$ cat src/rtl/fp_div_seq.sv
// fp_div_seq: sequential IEEE-754 single-precision divider (a / b).
// Radix-2 restoring division, one quotient bit per clock, start/done handshake.
// Fixed latency: done is high in the cycle after the 28th edge following acceptance.
// Optional build macro FP_DIV_ROUND_EN: round-to-nearest-even; otherwise truncation.
module fp_div_seq #(
  parameter int EXP_W = 8,
  parameter int MAN_W = 23
) (
  input  logic                   clk,
  input  logic                   rst_n,
  input  logic                   start,
  input  logic [EXP_W+MAN_W:0]   a_operand,
  input  logic [EXP_W+MAN_W:0]   b_operand,
  output logic                   busy,
  output logic                   done,
  output logic [EXP_W+MAN_W:0]   result,
  output logic                   Exception,
  output logic                   Overflow,
  output logic                   Underflow
);

  localparam int W    = EXP_W + MAN_W + 1;
  localparam int QB   = MAN_W + 3;
  localparam int SW   = EXP_W + 2;
  localparam int CW   = $clog2(QB);
  localparam int BIAS = (1 << (EXP_W - 1)) - 1;
  localparam int EMAX = (1 << EXP_W) - 1;

  localparam logic [EXP_W-1:0]     C_E_ONES   = '1;
  localparam logic signed [SW-1:0] C_EXP_MAX  = SW'(EMAX);
  localparam logic signed [SW-1:0] C_EXP_ZERO = '0;
  localparam logic [SW-1:0]        C_BIAS     = SW'(BIAS);
  localparam logic [W-1:0]         C_QNAN     = {1'b0, {EXP_W{1'b1}}, 1'b1, {(MAN_W-1){1'b0}}};

  typedef enum logic [1:0] {S_IDLE, S_UNPACK, S_DIV, S_NORM} state_t;

  state_t                r_state;
  logic [W-1:0]          r_a;
  logic [W-1:0]          r_b;
  logic                  r_sign;
  logic signed [SW-1:0]  r_exp;
  logic [MAN_W:0]        r_mb;
  logic [MAN_W+1:0]      r_rem;
  logic [QB-1:0]         r_q;
  logic [CW-1:0]         r_cnt;
  logic                  r_nan;
  logic                  r_inf_div;
  logic                  r_zero;
  logic                  r_busy;
  logic                  r_done;
  logic                  r_exc;
  logic                  r_ovf;
  logic                  r_unf;
  logic [W-1:0]          r_result;

  // Operand classification from the latched operands
  logic [EXP_W-1:0] w_ea;
  logic [EXP_W-1:0] w_eb;
  logic             w_a_zero;
  logic             w_b_zero;
  logic             w_any_ones;

  assign w_ea       = r_a[W-2:MAN_W];
  assign w_eb       = r_b[W-2:MAN_W];
  assign w_a_zero   = (w_ea == '0);
  assign w_b_zero   = (w_eb == '0);
  assign w_any_ones = (w_ea == C_E_ONES) | (w_eb == C_E_ONES);

  // One restoring-division step: subtract when the partial remainder covers the divisor
  logic             w_ge;
  logic [MAN_W+1:0] w_diff;
  logic [MAN_W+1:0] w_rem_next;

  assign w_ge       = (r_rem >= {1'b0, r_mb});
  assign w_diff     = w_ge ? (r_rem - {1'b0, r_mb}) : r_rem;
  assign w_rem_next = w_diff << 1;

  // Normalisation: quotient lies in [0.5, 2), so at most one left shift
  logic                 w_top;
  logic signed [SW-1:0] w_exp_n;
  logic [MAN_W-1:0]     w_man;
  logic signed [SW-1:0] w_exp_r;
  logic [MAN_W-1:0]     w_man_r;

  assign w_top   = r_q[QB-1];
  assign w_exp_n = w_top ? r_exp : (r_exp - SW'(1));
  assign w_man   = w_top ? r_q[QB-2:2] : r_q[QB-3:1];

`ifdef FP_DIV_ROUND_EN
  logic           w_guard;
  logic           w_sticky;
  logic           w_inc;
  logic [MAN_W:0] w_man_sum;

  assign w_guard   = w_top ? r_q[1] : r_q[0];
  assign w_sticky  = (r_rem != '0) | (w_top & r_q[0]);
  assign w_inc     = w_guard & (w_sticky | w_man[0]);
  assign w_man_sum = {1'b0, w_man} + {{MAN_W{1'b0}}, w_inc};
  assign w_man_r   = w_man_sum[MAN_W-1:0];
  // A carry out of the mantissa rolls into the exponent; overflow is checked on w_exp_r
  assign w_exp_r   = w_exp_n + SW'(w_man_sum[MAN_W]);
`else
  assign w_man_r   = w_man;
  assign w_exp_r   = w_exp_n;
`endif

  // Final result and flags with special cases taking priority over the computed quotient
  logic [W-1:0] w_res;
  logic         w_exc;
  logic         w_ovf;
  logic         w_unf;

  // Select the packed result and flag set to be registered in NORM
  always_comb begin
    w_exc = 1'b0;
    w_ovf = 1'b0;
    w_unf = 1'b0;
    w_res = {r_sign, w_exp_r[EXP_W-1:0], w_man_r};
    if (r_nan) begin
      w_exc = 1'b1;
      w_res = C_QNAN;
    end else if (r_inf_div) begin
      w_exc = 1'b1;
      w_res = {r_sign, C_E_ONES, {MAN_W{1'b0}}};
    end else if (r_zero) begin
      w_res = {r_sign, {(W-1){1'b0}}};
    end else if (w_exp_r >= C_EXP_MAX) begin
      w_ovf = 1'b1;
      w_res = {r_sign, C_E_ONES, {MAN_W{1'b0}}};
    end else if (w_exp_n <= C_EXP_ZERO) begin
      w_unf = 1'b1;
      w_res = {r_sign, {(W-1){1'b0}}};
    end
  end

  // Control FSM and datapath: IDLE -> UNPACK -> DIV (QB cycles) -> NORM -> IDLE
  always_ff @(posedge clk or negedge rst_n) begin
    if (!rst_n) begin
      r_state   <= S_IDLE;
      r_a       <= '0;
      r_b       <= '0;
      r_sign    <= 1'b0;
      r_exp     <= '0;
      r_mb      <= '0;
      r_rem     <= '0;
      r_q       <= '0;
      r_cnt     <= '0;
      r_nan     <= 1'b0;
      r_inf_div <= 1'b0;
      r_zero    <= 1'b0;
      r_busy    <= 1'b0;
      r_done    <= 1'b0;
      r_exc     <= 1'b0;
      r_ovf     <= 1'b0;
      r_unf     <= 1'b0;
      r_result  <= '0;
    end else begin
      case (r_state)
        S_IDLE: begin
          r_done <= 1'b0;
          if (start) begin
            r_a     <= a_operand;
            r_b     <= b_operand;
            r_busy  <= 1'b1;
            r_state <= S_UNPACK;
          end
        end
        S_UNPACK: begin
          r_sign    <= r_a[W-1] ^ r_b[W-1];
          r_exp     <= SW'(w_ea) - SW'(w_eb) + C_BIAS;
          r_mb      <= {1'b1, r_b[MAN_W-1:0]};
          r_rem     <= {2'b01, r_a[MAN_W-1:0]};
          r_q       <= '0;
          r_cnt     <= '0;
          // Denormals count as zero; Inf/NaN or 0/0 give a quiet NaN
          r_nan     <= w_any_ones | (w_a_zero & w_b_zero);
          r_inf_div <= w_b_zero & ~w_a_zero;
          r_zero    <= w_a_zero;
          r_state   <= S_DIV;
        end
        S_DIV: begin
          r_rem <= w_rem_next;
          r_q   <= {r_q[QB-2:0], w_ge};
          r_cnt <= r_cnt + CW'(1);
          if (r_cnt == CW'(QB - 1)) begin
            r_state <= S_NORM;
          end
        end
        S_NORM: begin
          r_result <= w_res;
          r_exc    <= w_exc;
          r_ovf    <= w_ovf;
          r_unf    <= w_unf;
          r_busy   <= 1'b0;
          r_done   <= 1'b1;
          r_state  <= S_IDLE;
        end
        default: begin
          r_state <= S_IDLE;
        end
      endcase
    end
  end

  assign busy      = r_busy;
  assign done      = r_done;
  assign result    = r_result;
  assign Exception = r_exc;
  assign Overflow  = r_ovf;
  assign Underflow = r_unf;

endmodule

$ cat config.mk
export PLATFORM = sky130hd
export DESIGN_NAME = fp_div_seq
export DESIGN_NICKNAME = d
export VERILOG_FILES = /design/src/rtl/fp_div_seq.sv
export SDC_FILE = /design/constraint.sdc
export NUM_CORES = 1
export LEC_CHECK = 0
export CAP_MARGIN = 20
export CORE_AREA = 2 2 155 157
export CTS_CLUSTER_DIAMETER = 200
export DETAILED_ROUTE_END_ITERATION = 10
export DIE_AREA = 0 0 157 159
export DONT_BUFFER_PORTS = 1
export PLACE_DENSITY = 0.64
export SLEW_MARGIN = 20
export SYNTH_ARGS = -nofsm -noshare
export SYNTH_HDL_FRONTEND = slang
export SYNTH_SLANG_ARGS = --single-unit
$ cat constraint.sdc
create_clock -name clk -period 4.82 [get_ports clk]
set_input_delay 1.446 -clock clk [delete_from_list [all_inputs] [get_ports clk]]
set_output_delay 1.446 -clock clk [all_outputs]
set_load 0.01 [all_outputs]
Yosys cells after proc, flatten, opt, wreduce, memory -nomap -nowiden
Index checks and enable logic that the tools add are counted.

storage, ports and cells
  bits in registers = 197
  output and inout port bits = 37
  logic and storage cells = 76

cells by class
  add/subtract/negate cells = 5
  magnitude comparators = 3
  equality and inequality tests = 8
  mux-type cells = 28
  bitwise logic cells = 6
  reduce and logical (&&, ||, !) cells = 8

operators by type and width
  cell                     count
  $mux W31                 4
  $pmux W26 S2             1
  $pmux W25 S2             1
  $mux W32                 1
  $ge A25 B24 Y1           1
  $mux W24                 1
  $sub A24 B24 Y24         1
  $mux W23                 1
  $eq A8 B8 Y1 const B     2
  $logic_not A8 Y1         2
  $mux W1                  12
  $add A9 B8 Y10 const B   1
  $ge A10 B9 Y1 const B    1
  $le A10 B1 Y1 const B    1
  $mux W10                 1
  $pmux W5 S2              1
  $sub A10 B2 Y10 const B  1
  $sub A8 B8 Y9            1
  $pmux W2 S4              1
  $reduce_and A2 Y1        3
  $add A5 B1 Y5 const B    1
  $eq A5 B5 Y1 const B     1
  $eq A2 B2 Y1 const B     2
  $mux W2                  2
  other kinds (9)          14

Longest topological paths before layout
Gate-level depths: netlist of run 1.

  depth after elaboration = 8
  depth in mapped cells = 13
  depth with buffers taken out = 12

Worst setup path before layout of run 1
No wires, ideal clock.

  path kind = reg2reg
  start point = register r_a[23]
  end point = register r_exp[8]
  arrival time = 2.481 ns
  path slack = 2.215 ns
  stages on the path, launching flop included = 12
  cell sequence = dfrtp_1 > inv_1 > ha_1 > inv_1 > fa_1 > a21o_1 > a21oi_1 > xnor2_1 > a2111oi_0 > nand2_1 > and3_1 > a211o_1

between the ends
  cells in the longest elaborated chain, start to end = 2

ends and longest elaborated chain
  element                 RTL line  RTL
  start, declared         38        logic [W-1:0] r_a;
  start signal, assigned  162       r_a <= a_operand;
  $sub A8 B8 Y9           170       r_exp <= SW'(w_ea) - SW'(w_eb) + C_BIAS;
  $add A9 B8 Y10          170
  end signal, assigned    170
  end, declared           41        logic signed [SW-1:0] r_exp;

Every way passes these cells.
A chain may end at the register's enable or synchronous reset.

Worst setup path in the final report of run 1
  start point = register r_mb[10]
  end point = register r_rem[8]

between the ends
  cells in the longest elaborated chain, start to end = 3

ends and longest elaborated chain
  element                 RTL line  RTL
  start, declared         42        logic [MAN_W:0] r_mb;
  start signal, assigned  171       r_mb <= {1'b1, r_b[MAN_W-1:0]};
  $ge A25 B24 Y1          74        assign w_ge = (r_rem >= {1'b0, r_mb});
  $mux W24                75        assign w_diff = w_ge ? (r_rem - {1'b0, r_mb}) : r_rem;
  $pmux W25 S2            158       case (r_state)
  end signal, assigned    172       r_rem <= {2'b01, r_a[MAN_W-1:0]};
  end signal, assigned    182       r_rem <= w_rem_next;
  end, declared           43        logic [MAN_W+1:0] r_rem;

Every way passes these cells.

==> results.yml, run 1 <==
logic_synthesis:
  syn-num-nets: 1133
  ys_dominant_reg_cell: "dfrtp_1"
  postSynth.asyncResetShare_pct: 100.0
  ys_warn_count: 0
  synth_area_sq_um: 10310
  synth_seq_cells: 197
  postSynthCellCount: 1024
  ys_types: 69
  ys_seq_area_share_pct: 47.82
  synth_edf_count: 0
  synth_area_per_cell_sq_um: 10.07
final_layout:
  mostFrequentLayoutCells: "dfrtp_1, inv_1, o21ai_0"
  layout_commonest_cell: "dfrtp_1"
  final_cells: 1333
  fin_nets: 1109
  area_delta_synth_final_pct: 8.532
  final_layout_size_suffix_gt1_share_pct: 12.44
  fin_util_pct: 48.24
drt:
  via_per_inst: 5.409
  routedWlPerCell_um: 16.25
  routed_wl_um: 21660
  drc: 0
  num_vias: 7210
  drtPass1Iterations: 5
  antenna_left: 0
  initialDrtViolationCount: 375
floorplan:
  start_util_pct: 44.45
  die_y_um: 159
  die_w_um: 157
  rows: 56
  dieArea_sq_um: 24960
  core_sq_um: 23190
  io_pins: 104
clocking:
  cts_setup_buffers: 0
  clk_root_buffer_cell: "clkbuf_16"
  numCtsBuffers: 17
  cts_repair_resize_count: 0
  postCtsHoldBufs: 0
  clk_pin_slew_ns: 0.08
  clock_sinks: 197
  cts_tree: "yes"
  clk_latency_ns: 0.44
  htreeDepth: 4
  clock_tree.buffer_depth: 2
outcome:
  status: "completed"
flow_run:
  cap_violations: 0
worst_setup_path:
  cp-start-kind: "flip-flop"
  critPathTopFamily: "compound AO/OA/AOI/OAI gates"
  setup.worst_path.class: "flip-flop to flip-flop"
  end_kind: "flip-flop"
  r2r_slack_ns: 1.51
  max_stage_delay_ns: 0.51
  arrival_ns: 3.59
  path_buf_inv: 2
  r2r-start: "r_mb[10]"
  critical_path.cell_chain: "inv_1 > ha_1 > a21oi_2 > o21ai_1 > o41a_1 > o311ai_4 > a21o_4 > a21o_1 > buf_4 > mux2i_1 > o221ai_1"
  crit_path_top_delay_cell: "a21o_1"
  r2r-end: "r_rem[8]"
  worst-endpoint-required_ns: 5.10
  critPathMaxFanout: 14
  reg2reg_depth: 11
global_routing:
  antenna_found_initial: 3
  busiest_layer: "met2"
  first_global_vias: 7031
  grt_start_max_net_pins: 198
  gr-total-overflow: 0
  grt_util_met1_pct: 23.14
  use_met2_pct: 29.92
  grt_pass1_wl_um: 35800
  grt_usage_pct: 17.81
  grtUsageMet3_pct: 3.947
sta:
  finalHoldViolations: 0
  relSlewSlack_pct: 43.52
  fin_skew_ns: 0.01752
  rsz0062_at_grt: "false"
  finalWorstSetupSlack_ns: 1.510
  report.final.slew_viol_count: 0
  finalCriticalPeriod_ns: 3.310
  tightest_slew_ns: 0.8448
  post-route-period-util_pct: 68.67
  clock.fmax_mhz: 302.1
  fin_tns_setup_ns: 0
  finalSetupViolCount: 0
worst_hold_path:
  hold_end: "r_mb[23]"
  hold_path.startpoint: "r_mb[23]"
  hold_class: "flip-flop to flip-flop"
  hold_depth: 2
place:
  dp_cells: 1300
  place_congestion: 0.8803
  dp_slack_ns: 1.545
  portBuffers: 0
  dpl.hpwl_um: 14940
power:
  vdd_ir_drop_max_uv: 354.0
  totalPowerFinal_mw: 8.885
  powerDensity_nw_per_um2: 794.1
  leakage_nw: 4.706
## sequential cells by signal, indices dropped and copies added (netlist names), 2 cells and up
register / count
r_exp: 10
r_state: 2
result: 32
r_q: 26
r_mb: 24
r_rem: 25
r_b: 32
r_cnt: 5
r_a: 32
## per-stage QoR
step	area [sq um]	hold slack [ns]
3_5_place_dp	10560	0.4455
3_3_place_gp	10560	0.4352
2_1_floorplan	10310	0.4181
6_report	11190	0.4569
5_1_grt	11190	0.4888
4_1_cts	11190	0.4633
## power by group
part	switching, mW	total [mW]	internal (mW)
registers	0.452	2.73	2.28
logic	2.66	4.69	2.04
clock network	0.750	1.47	0.715
total	3.86	8.88	5.03
## worst max-delay path by stage
stage                          from       end  slack [ns]  cells past startpoint
after floorplan             r_a[23]  r_exp[8]        2.21                     11
after global placement    r_rem[10]  r_rem[8]        1.67                     10
after detailed placement   r_mb[10]  r_rem[8]        1.54                     11
after CTS                  r_mb[10]  r_rem[8]        1.53                     11
after global routing       r_mb[10]  r_rem[8]        1.34                     11
final                      r_mb[10]  r_rem[8]        1.51                     11
## cells in the mapped netlist (8+ instances only)
cell,n,share of area (%)
a21o_1,13,0.95
a21oi_1,38,1.8
a31oi_1,8,0.49
and3_1,9,0.55
clkbuf_1,40,1.5
dfrtp_1,197,48
ha_1,40,4.9
inv_1,113,4.1
mux2_2,70,7.6
mux2i_1,43,4.2
nand2_1,67,2.4
nand3_1,39,1.9
nand3b_1,12,0.87
nand4_1,10,0.61
nor2_1,50,1.8
o21ai_0,88,4.3
o21ai_1,13,0.63
o22ai_1,22,1.3
xnor2_1,27,2.3
xor2_1,8,0.68
## cells by family (layout without fill, tap and decap cells)
| family | count (synthesis) | after routing | synth area share [%] |
|---|---|---|---|
| AO/OA/AOI/OAI | 244 | 244 | 14.94 |
| XOR/XNOR | 35 | 35 | 2.974 |
| adder cells (fa/ha/maj) | 42 | 42 | 5.243 |
| buffers and inverters | 166 | 155 | 6.408 |
| flip-flops | 197 | 197 | 47.82 |
| multiplexers | 113 | 113 | 11.82 |
| other | 0 | 1 | 0 |
| AND/OR/NAND/NOR | 227 | 227 | 10.79 |
## worst reg2reg max path: cells and delay by family, from the launching register on
kind                     cells  cell delay [ns]
buffers and inverters        2             0.42
adder cells (fa/ha/maj)      1             0.38
AO/OA/AOI/OAI                7             1.76
flip-flops                   1             0.35
multiplexers                 1             0.22
## layer usage
metal  vias to the layer above  wire, um  share of wire, %
met5                         -        28              0.13
met4                         4       244               1.1
met3                        21       865               4.0
met2                       125     10830                50
met1                      3515      9695                45
li1                       3545         -                 -
## area by class of cell
| class | instances | area (sq um) |
|---|---|---|
| fillers | 2143 | 12000 |
| diodes | 1 | 2.502 |
| clock buffers | 17 | 425.4 |
| well taps | 319 | 399.1 |
| flip-flops and latches | 197 | 4930 |
| inverters | 115 | 431.7 |
| multi-input cells | 661 | 4738 |
| repair buffers | 8 | 60.06 |
| clock inverters | 15 | 201.4 |
Note: power is estimated with default switching activity, not from simulation.
==> run 2, diff against run 1 <==
clock period = 3.2 ns   (was 4.82 ns; I/O delays follow)
==> run 2 against run 1 <==
Net effect:
- sequential share of layout area decreased by 0.28 points
- die area unchanged
- total power is 53% higher
- clock skew decreased by 0.0061 ns
- cell count rose by 0.68%
- core utilization up 0.31 points
- maximum frequency up 14%
- via count is 0.58% higher
- final area rose by 0.65%
- register-to-register slack worse by 1.2 ns
- hold slack got worse by 0.25 ns
- critical path type unchanged
- critical endpoint is now r_exp[8]
- highest routed layer unchanged
==> results.yml, run 2 (synthesis gave the netlist of run 1 again) <==
drt:
  routed_wl_um: 21870
  initialDrtViolationCount: 359
  via_per_inst: 5.404
  antenna_left: 0
  drc: 0
  routedWlPerCell_um: 16.30
  drtPass1Iterations: 5
  num_vias: 7252
sta:
  finalHoldViolations: 0
  finalCriticalPeriod_ns: 2.908
  fin_tns_setup_ns: 0
  finalWorstSetupSlack_ns: 0.2919
  tightest_slew_ns: 0.6044
  rsz0062_at_grt: "false"
  relSlewSlack_pct: 59.71
  report.final.slew_viol_count: 0
  fin_skew_ns: 0.01138
  clock.fmax_mhz: 343.9
  finalSetupViolCount: 0
  post-route-period-util_pct: 90.88
power:
  vdd_ir_drop_max_uv: 572.6
  leakage_nw: 4.742
  seqPwrFrac_pct: 30.3
  powerDensity_nw_per_um2: 1206
  comb_power_share_pct: 53.1
  p_sw_share_pct: 43.13
  p_switching_mw: 5.855
  totalPowerFinal_mw: 13.58
  p_int_mw: 7.720
  p_clk_share_pct: 16.6
worst_setup_path:
  crit_path_top_delay_cell: "a2111oi_0"
  setup.worst_path.class: "flip-flop to flip-flop"
  arrival_ns: 3.24
  cp-start-kind: "flip-flop"
  critical_path.cell_chain: "inv_1 > ha_1 > inv_1 > fa_1 > a21o_1 > a21oi_1 > xnor2_1 > a2111oi_0 > nand2_1 > and3_1 > a211o_1"
  worst-endpoint-required_ns: 3.53
  end_kind: "flip-flop"
  cpMostUsedCell: "inv_1"
  critPathMaxFanout: 4
  r2r_slack_ns: 0.29
  max_stage_delay_ns: 0.54
floorplan:
  rows: 56
  dieArea_sq_um: 24960
  start_util_pct: 44.45
  die_y_um: 159
  die_w_um: 157
  core_sq_um: 23190
  io_pins: 104
clocking:
  htreeDepth: 4
  clock_tree.buffer_depth: 2
  clk_pin_slew_ns: 0.08
  clk_latency_ns: 0.44
  postCtsHoldBufs: 0
  cts_repair_resize_count: 0
  clock_sinks: 197
  clk_root_buffer_cell: "clkbuf_16"
  numCtsBuffers: 17
  cts_setup_buffers: 0
  cts_tree: "yes"
place:
  dp_slack_ns: 0.3233
  dp_cells: 1306
  dpl.hpwl_um: 15200
  portBuffers: 0
  place_area_sq_um: 10620
  place_congestion: 0.8777
final_layout:
  layout_commonest_cell: "dfrtp_1"
  mostFrequentLayoutCells: "dfrtp_1, inv_1, o21ai_0"
  design_area_sq_um: 11260
  area_delta_synth_final_pct: 9.237
  fin_nets: 1115
  final_layout_size_suffix_gt1_share_pct: 12.95
  final_cells: 1342
flow_run:
  cap_violations: 0
global_routing:
  grt_start_max_net_pins: 198
  first_global_vias: 7338
  grt_usage_pct: 18.24
  antenna_found_initial: 5
  gr-total-overflow: 0
  grt_pass1_wl_um: 36590
worst_hold_path:
  hold_class: "input pin to asynchronous set/reset pin"
outcome:
  status: "completed"
## run 2: cell type report
cell class,instances,area (sq um)
tap,319,399.1
timing repair buffer,14,117.6
clock inverter,15,209.0
inverter,115,431.7
clock buffer,17,425.4
fill,2108,11930
multi-input combinational,661,4738
sequential,197,4930
antenna,4,10.01
## run 2: per-stage QoR
stage / hold slack (ns) / util [%]
after floorplan: 0.4181 / -
after global placement: 0.4374 / 45.78
after detailed placement: 0.4644 / 45.78
after CTS: 0.1871 / 48.51
after global routing: 0.1773 / 48.52
final: 0.2114 / 48.55
## run 2: power groups by stage
stage	Combinational [mW]	Clock (mW)	Sequential (mW)
2_1_floorplan	5.95	0	3.91
3_3_place_gp	7.10	0	4.14
3_5_place_dp	7.21	0	4.16
4_1_cts	7.25	2.32	4.11
5_1_grt	8.11	2.42	4.25
6_report	7.21	2.25	4.11
## run 2: path summary, 6_finish.rpt
kind	start	end	cells after the start
worst max register to register	r_a[23]	r_exp[8]	11
min in group clk	r_b[9]	r_mb[9]	2
worst min-delay path	rst_n	r_a[30]	0
max in group asynchronous	rst_n	r_a[22]	0
worst min register to register	r_b[9]	r_mb[9]	2
worst max-delay path	r_a[23]	r_exp[8]	11
## run 2: metal layers
metal	track usage [%]	up-vias	wire length, um
li1	-	3545	-
met1	22.58	3551	9560
met2	31.48	131	10970
met3	4.273	23	973
met4	5.546	2	351
met5	0	-	16
## run 2: critical path: cells and delay by family, from the launching register on
kind | cells | cell delay [ns]
fa+ha+maj | 2 | 0.55
compound gates | 4 | 1.19
flops | 1 | 0.41
buf+inv | 2 | 0.11
simple gates | 2 | 0.37
xor+xnor | 1 | 0.16
